$ cat config.mk
export PLATFORM = sky130hd
export DESIGN_NAME = am_insertion_scheduler_flat
export DESIGN_NICKNAME = d
export VERILOG_FILES = /design/src/rtl/am_insertion_scheduler_pkg.sv /design/src/rtl/am_insertion_scheduler_if.sv /design/src/rtl/am_insertion_scheduler_counter.sv /design/src/rtl/am_insertion_scheduler.sv /design/src/flat_wrapper.sv
export SDC_FILE = /design/constraint.sdc
export NUM_CORES = 1
export LEC_CHECK = 0
export BUFFER_PORTS_ARGS = -buffer_cell sky130_fd_sc_hd__buf_2
export CORE_AREA = 8 8 301 303
export DETAILED_ROUTE_END_ITERATION = 8
export DIE_AREA = 0 0 309 311
export GPL_ROUTABILITY_DRIVEN = 1
export REMOVE_ABC_BUFFERS = 1
export SYNTH_ARGS = -nofsm -noshare
export SYNTH_HDL_FRONTEND = slang
export SYNTH_SLANG_ARGS = --single-unit
$ cat constraint.sdc
create_clock -name clk -period 4.45 [get_ports clk]
set_input_delay 0.89 -clock clk [delete_from_list [all_inputs] [get_ports clk]]
set_output_delay 0.89 -clock clk [all_outputs]
set_load 0.005 [all_outputs]
$ cat src/rtl/am_insertion_scheduler_pkg.sv
// rtl/am_insertion_scheduler_pkg.sv - shared AM period defaults and scheduler state type
package am_insertion_scheduler_pkg;

    localparam int BITS_BLOCK_DEF    = 257;
    localparam int MAX_BLOCKS_AM_DEF = 40;
    localparam int AM_BLOCKS_DEF     = 4;

    typedef enum logic [1:0] {
        ST_IDLE = 2'd0,
        ST_AM   = 2'd1,
        ST_DATA = 2'd2
    } sched_state_t;

    // Index fields stay at least one bit wide so single-entry counts still elaborate.
    function automatic int idx_width(input int n);
        return (n > 1) ? $clog2(n) : 1;
    endfunction

endpackage

$ cat src/rtl/am_insertion_scheduler_if.sv
// rtl/am_insertion_scheduler_if.sv - payload/AM input and scheduled block output bundle
interface am_insertion_scheduler_if
    import am_insertion_scheduler_pkg::*;
#(
    parameter int BITS_BLOCK    = BITS_BLOCK_DEF,
    parameter int MAX_BLOCKS_AM = MAX_BLOCKS_AM_DEF,
    parameter int AM_BLOCKS     = AM_BLOCKS_DEF
) ();
    localparam int AM_IDX_W  = idx_width(AM_BLOCKS);
    localparam int BLK_IDX_W = idx_width(MAX_BLOCKS_AM);

    logic                  i_enable;
    logic [BITS_BLOCK-1:0] i_am_block;
    logic [BITS_BLOCK-1:0] i_data;
    logic                  i_data_valid;
    logic                  o_data_ready;
    logic [BITS_BLOCK-1:0] o_block;
    logic                  o_block_valid;
    logic                  i_block_ready;
    logic [AM_IDX_W-1:0]   o_am_idx;
    logic [BLK_IDX_W-1:0]  o_block_idx;
    logic                  o_is_am;
    logic                  o_period_start;
    logic                  o_underrun;

    modport master (
        input  i_enable, i_am_block, i_data, i_data_valid, i_block_ready,
        output o_data_ready, o_block, o_block_valid, o_am_idx, o_block_idx,
               o_is_am, o_period_start, o_underrun
    );

    modport slave (
        output i_enable, i_am_block, i_data, i_data_valid, i_block_ready,
        input  o_data_ready, o_block, o_block_valid, o_am_idx, o_block_idx,
               o_is_am, o_period_start, o_underrun
    );

endinterface

$ cat src/rtl/am_insertion_scheduler_counter.sv
// rtl/am_insertion_scheduler_counter.sv - block position and AM slice counters for one AM period
module am_period_counter
    import am_insertion_scheduler_pkg::*;
#(
    parameter int MAX_BLOCKS_AM = MAX_BLOCKS_AM_DEF,
    parameter int AM_BLOCKS     = AM_BLOCKS_DEF,
    localparam int BW = idx_width(MAX_BLOCKS_AM),
    localparam int AW = idx_width(AM_BLOCKS)
) (
    input  logic          clk,
    input  logic          rst,
    input  logic          adv,
    input  logic          am_adv,
    output logic [BW-1:0] block_idx,
    output logic [AW-1:0] am_idx,
    output logic          last_block,
    output logic          last_am
);

    assign last_block = (block_idx == BW'(MAX_BLOCKS_AM - 1));
    assign last_am    = (am_idx == AW'(AM_BLOCKS - 1));

    always_ff @(posedge clk or negedge rst) begin
        if (!rst) begin
            block_idx <= '0;
            am_idx    <= '0;
        end else if (adv) begin
            if (last_block) begin
                block_idx <= '0;
                am_idx    <= '0;
            end else begin
                block_idx <= block_idx + BW'(1);
                if (am_adv) begin
                    am_idx <= last_am ? '0 : am_idx + AW'(1);
                end
            end
        end
    end

endmodule

$ cat src/rtl/am_insertion_scheduler.sv
// rtl/am_insertion_scheduler.sv - inserts AM blocks at a fixed period into the transcoded block stream
module am_insertion_scheduler
    import am_insertion_scheduler_pkg::*;
#(
    parameter int BITS_BLOCK    = BITS_BLOCK_DEF,
    parameter int MAX_BLOCKS_AM = MAX_BLOCKS_AM_DEF,
    parameter int AM_BLOCKS     = AM_BLOCKS_DEF
) (
    input  logic clk,
    input  logic rst,
    am_insertion_scheduler_if.master bus
);
    localparam int AW = idx_width(AM_BLOCKS);
    localparam int BW = idx_width(MAX_BLOCKS_AM);

    sched_state_t  state, state_nxt;
    logic          load;
    logic          data_ready;
    logic          last_block;
    logic          last_am;
    logic [AW-1:0] am_idx;
    logic [BW-1:0] block_idx;

    am_period_counter #(
        .MAX_BLOCKS_AM (MAX_BLOCKS_AM),
        .AM_BLOCKS     (AM_BLOCKS)
    ) u_period_counter (
        .clk        (clk),
        .rst        (rst),
        .adv        (load),
        .am_adv     (state == ST_AM),
        .block_idx  (block_idx),
        .am_idx     (am_idx),
        .last_block (last_block),
        .last_am    (last_am)
    );

    always_ff @(posedge clk or negedge rst) begin
        if (!rst) begin
            state <= ST_IDLE;
        end else begin
            state <= state_nxt;
        end
    end

    always_comb begin
        state_nxt  = state;
        data_ready = 1'b0;
        load       = (state != ST_IDLE) && (!bus.o_block_valid || bus.i_block_ready);
        case (state)
            ST_IDLE: begin
                if (bus.i_enable) begin
                    state_nxt = ST_AM;
                end
            end
            ST_AM: begin
                if (load && last_block) begin
                    state_nxt = bus.i_enable ? ST_AM : ST_IDLE;
                end else if (load && last_am) begin
                    state_nxt = ST_DATA;
                end
            end
            ST_DATA: begin
                data_ready = load && bus.i_data_valid;
                // Enable is only consulted at the period boundary, so a stop never truncates a period.
                if (load && last_block) begin
                    state_nxt = bus.i_enable ? ST_AM : ST_IDLE;
                end
            end
            default: begin
                state_nxt = ST_IDLE;
            end
        endcase
    end

    always_ff @(posedge clk or negedge rst) begin
        if (!rst) begin
            bus.o_block        <= '0;
            bus.o_block_valid  <= 1'b0;
            bus.o_is_am        <= 1'b0;
            bus.o_period_start <= 1'b0;
            bus.o_underrun     <= 1'b0;
        end else begin
            bus.o_period_start <= load && (state == ST_AM) && (am_idx == '0);
            bus.o_underrun     <= load && (state == ST_DATA) && !bus.i_data_valid;
            if (load) begin
                bus.o_block_valid <= 1'b1;
                if (state == ST_AM) begin
                    bus.o_block <= bus.i_am_block;
                    bus.o_is_am <= 1'b1;
                end else if (bus.i_data_valid) begin
                    bus.o_block <= bus.i_data;
                    bus.o_is_am <= 1'b0;
                end else begin
                    // Fill keeps the slot occupied so the AM spacing never drifts.
                    bus.o_block <= '1;
                    bus.o_is_am <= 1'b0;
                end
            end else if (bus.i_block_ready) begin
                bus.o_block_valid <= 1'b0;
            end
        end
    end

    assign bus.o_data_ready = data_ready;
    assign bus.o_am_idx     = am_idx;
    assign bus.o_block_idx  = block_idx;

endmodule

$ cat src/flat_wrapper.sv
// flat-port wrapper written by rule: the top's interface ports become plain ports
module am_insertion_scheduler_flat import am_insertion_scheduler_pkg::*;
#(
    parameter int BITS_BLOCK    = BITS_BLOCK_DEF,
    parameter int MAX_BLOCKS_AM = MAX_BLOCKS_AM_DEF,
    parameter int AM_BLOCKS     = AM_BLOCKS_DEF
)
  (clk, rst, bus_i_enable, bus_i_am_block, bus_i_data, bus_i_data_valid, bus_i_block_ready, bus_o_data_ready, bus_o_block, bus_o_block_valid, bus_o_am_idx, bus_o_block_idx, bus_o_is_am, bus_o_period_start, bus_o_underrun);
  am_insertion_scheduler_if #(.BITS_BLOCK(BITS_BLOCK), .MAX_BLOCKS_AM(MAX_BLOCKS_AM), .AM_BLOCKS(AM_BLOCKS)) bus_i ();
  input  logic clk;
  input  logic rst;
  input wire logic [$bits(bus_i.i_enable)-1:0] bus_i_enable;
  input wire logic [$bits(bus_i.i_am_block)-1:0] bus_i_am_block;
  input wire logic [$bits(bus_i.i_data)-1:0] bus_i_data;
  input wire logic [$bits(bus_i.i_data_valid)-1:0] bus_i_data_valid;
  input wire logic [$bits(bus_i.i_block_ready)-1:0] bus_i_block_ready;
  output wire logic [$bits(bus_i.o_data_ready)-1:0] bus_o_data_ready;
  output wire logic [$bits(bus_i.o_block)-1:0] bus_o_block;
  output wire logic [$bits(bus_i.o_block_valid)-1:0] bus_o_block_valid;
  output wire logic [$bits(bus_i.o_am_idx)-1:0] bus_o_am_idx;
  output wire logic [$bits(bus_i.o_block_idx)-1:0] bus_o_block_idx;
  output wire logic [$bits(bus_i.o_is_am)-1:0] bus_o_is_am;
  output wire logic [$bits(bus_i.o_period_start)-1:0] bus_o_period_start;
  output wire logic [$bits(bus_i.o_underrun)-1:0] bus_o_underrun;
  assign bus_i.i_enable = bus_i_enable;
  assign bus_i.i_am_block = bus_i_am_block;
  assign bus_i.i_data = bus_i_data;
  assign bus_i.i_data_valid = bus_i_data_valid;
  assign bus_i.i_block_ready = bus_i_block_ready;
  assign bus_o_data_ready = bus_i.o_data_ready;
  assign bus_o_block = bus_i.o_block;
  assign bus_o_block_valid = bus_i.o_block_valid;
  assign bus_o_am_idx = bus_i.o_am_idx;
  assign bus_o_block_idx = bus_i.o_block_idx;
  assign bus_o_is_am = bus_i.o_is_am;
  assign bus_o_period_start = bus_i.o_period_start;
  assign bus_o_underrun = bus_i.o_underrun;
  am_insertion_scheduler #(.BITS_BLOCK(BITS_BLOCK), .MAX_BLOCKS_AM(MAX_BLOCKS_AM), .AM_BLOCKS(AM_BLOCKS)) u_core (.clk(clk), .rst(rst), .bus(bus_i));
endmodule
==> flow_metrics.tcl <==
set metrics [dict create \
    synthFlopType "dfrtp_1" \
    die_w_um 309 \
    cts_hold_buf 0 \
    post_cts_buffers 0 \
    rows 108 \
    p_int_mw 7.353 \
    yosysMostFrequentCell "o21ai_0" \
    critPathBufInv 1 \
    fin_crit_ps 2719 \
    power_mw 12.29 \
    drt_wl_total_mm 55.85 \
    ant_nets 0 \
    cts_buffer_depth 3 \
    status "complete, no violations" \
    hpwl_mm 44.76 \
    netlist_area_um2 13290 \
    relSlewSlack_pct 39.97 \
    synthToLayoutAreaGrowth_pct 46.71 \
    synth_top_cell_area_share_pct 51.05 \
    antenna_found_initial 3 \
    pwr-share-seq_pct 35.9 \
    p_clk_share_pct 21.3 \
    grt_max_degree 149 \
    synth-seq-cells 271 \
    ys_top_cells_by_count "489 x o21ai_0, 271 x dfrtp_1, 262 x nand2_1" \
    drt_iter0_drc 855 \
    drc 0 \
    grt_overflow 0 \
    skew_ps 12.18 \
    cts_buffers 31 \
    cts-root-buf "clkbuf_16" \
    synth_top_cell_by_area "dfrtp_1" \
    synthDistinctLibCells 36 \
    grt_pass1_wl_mm 81.76 \
    drive_above_1_share_pct 39.78 \
    cp-end-kind "output port" \
    critPathKind "flop to output port" \
    critical-path-top-delay-family "simple AND/OR/NAND/NOR gates" \
    final-setup-viol-count 0 \
    cts_tree "yes" \
    coreArea_um2 85940 \
    drv_slew 0 \
    hold_path.class "primary input to async pin" \
    cp-start-kind "flop" \
    ir_drop_mv 0.2965 \
    clk_pin_slew_ps 60 \
    slowest_delay_ps 430 \
    path_cells "nor2b_1 -> nor4bb_1 -> buf_2" \
    worst_ep_arrival_time_ps 1830 \
    ioPinCount 789 \
    critPathRequiredTime_ps 3560 \
    hold_violations 0 \
    cts.sinks 271 \
    critPathMaxFanout 8 \
    synth_edf_count 0 \
    p_sw_mw 4.940 \
    p_per_area_nw_per_um2 630.7 \
    grt_pass1_vias 13360 \
    globalplace.congestion 0.8878 \
    synthArstFlopShare_pct 100.0 \
    dieArea_um2 96100 \
    wl_per_cell_um 16.47 \
    syn_area_per_cell_um2 8.892 \
    leakage_nw 8.906 \
    maxCapViolCount 0 \
    yosys-top-cells-area "dfrtp_1 51%, o21ai_0 18%, nand3b_1 15%" \
    cts_max_level 1 \
    groute.usage.overall_pct 10.74 \
    initial_core_util_pct 15.46 \
    firstDrtPassIters 5 \
    clk_latency_ps 570 \
    ctsResizeCount 0 \
    power_switching_share_pct 40.19 \
    ys_seq_area_share_pct 51.05 \
    rsz0062_at_grt "false" \
    vias 13380 \
    syn_inst 1494 \
    nNetsFinal 2735 \
    worstMarginPinSlew_ps 900.5 \
    port-buffer-count 788 \
    clock.fmax_ghz 0.3678 \
    fp.dieH_um 311 \
    synth_warnings 0 \
    pwr-share-comb_pct 42.8 \
    min_period_over_period_pct 61.09 \
    routed_via_density 3.947 \
    slowest_stage "nor4bb_1" \
    final_util_pct 22.68 \
]
## layout by cell type (no fill, tap or decap), types with 3 or more instances in the layout
cell type,count
nor2_1,6
clkbuf_16,31
buf_12,9
inv_1,4
ha_1,3
nand3b_1,257
nand3_1,3
dfrtp_1,271
o21ai_1,28
nand2_1,262
o21ai_0,489
buf_2,786
clkbuf_8,10
bufinv_16,3
nor2b_1,3
buf_4,33
clkinv_2,9
## final cells by class
class                      instances  area (µm²)
timing repair buffer             830        4390
clock buffer                      42       907.1
multi-input combinational       1075        5806
antenna                            1       2.502
inverter                           4       15.01
fill                            9563       66450
clock inverter                    13       143.9
sequential                       271        6782
tap                             1155        1445
## sequential cells by signal, indices dropped and copies added (netlist names)
signal	flops
u_core.bus.o_block	257
u_core.bus.o_block_valid	1
u_core.bus.o_is_am	1
u_core.bus.o_period_start	1
u_core.bus.o_underrun	1
u_core.state	2
u_core.u_period_counter.am_idx	2
u_core.u_period_counter.block_idx	6
## stage by stage
step	cells	setup TNS, ps	hold WS, ps	setup slack, ps	area, µm²
after floorplan	1350	-1333560	473.3	-5323	12590
after global placement	3335	0	457.2	1571	18440
after detailed placement	3335	0	464.2	1474	18440
after CTS	3390	0	352.3	1647	19490
after global routing	3391	0	390.5	1590	19490
final	3391	0	365.9	1731	19490
## metal layers
layer,global-route usage [%],wire [µm]
met1,13.09,22860
met2,18.24,26270
met3,2.659,4913
met4,3.746,1787
met5,0,17
## final timing paths
kind                                          start                 endpoint  slack [ps]  cells after the start
setup / recovery           u_core.bus.o_block_valid         bus_o_data_ready        1730                      3
min in group clk            u_core.bus.o_block[103]  u_core.bus.o_block[103]         470                      2
hold reg to reg             u_core.bus.o_block[103]  u_core.bus.o_block[103]         470                      2
hold / removal                                  rst   u_core.bus.o_block[94]         370                      1
max in group asynchronous                       rst   u_core.bus.o_block[11]        3160                      2
setup reg to reg                    u_core.state[1]  u_core.bus.o_block[246]        2030                      5
## logic make-up (layout without fill, tap and decap cells)
| group | after synthesis | after routing | synth area share, % |
|---|---|---|---|
| buffers and inverters | 148 | 889 | 5.331 |
| other | 0 | 1 | 0 |
| flip-flops | 271 | 271 | 51.05 |
| XOR/XNOR | 2 | 2 | 0.1319 |
| AO/OA/AOI/OAI | 526 | 526 | 20.07 |
| adder cells (fa/ha/maj) | 3 | 3 | 0.2826 |
| multiplexers | 2 | 2 | 0.1601 |
| AND/OR/NAND/NOR | 542 | 542 | 22.98 |
## power groups by stage
stage / Combinational, mW / Clock, mW / Sequential [mW]
after floorplan: 2.09 / 0 / 4.52
after global placement: 5.34 / 0 / 4.41
after detailed placement: 5.42 / 0 / 4.45
after CTS: 5.41 / 2.74 / 4.43
after global routing: 5.97 / 2.85 / 4.59
final: 5.26 / 2.62 / 4.41
No activity file was read; power rests on OpenSTA's default activity.
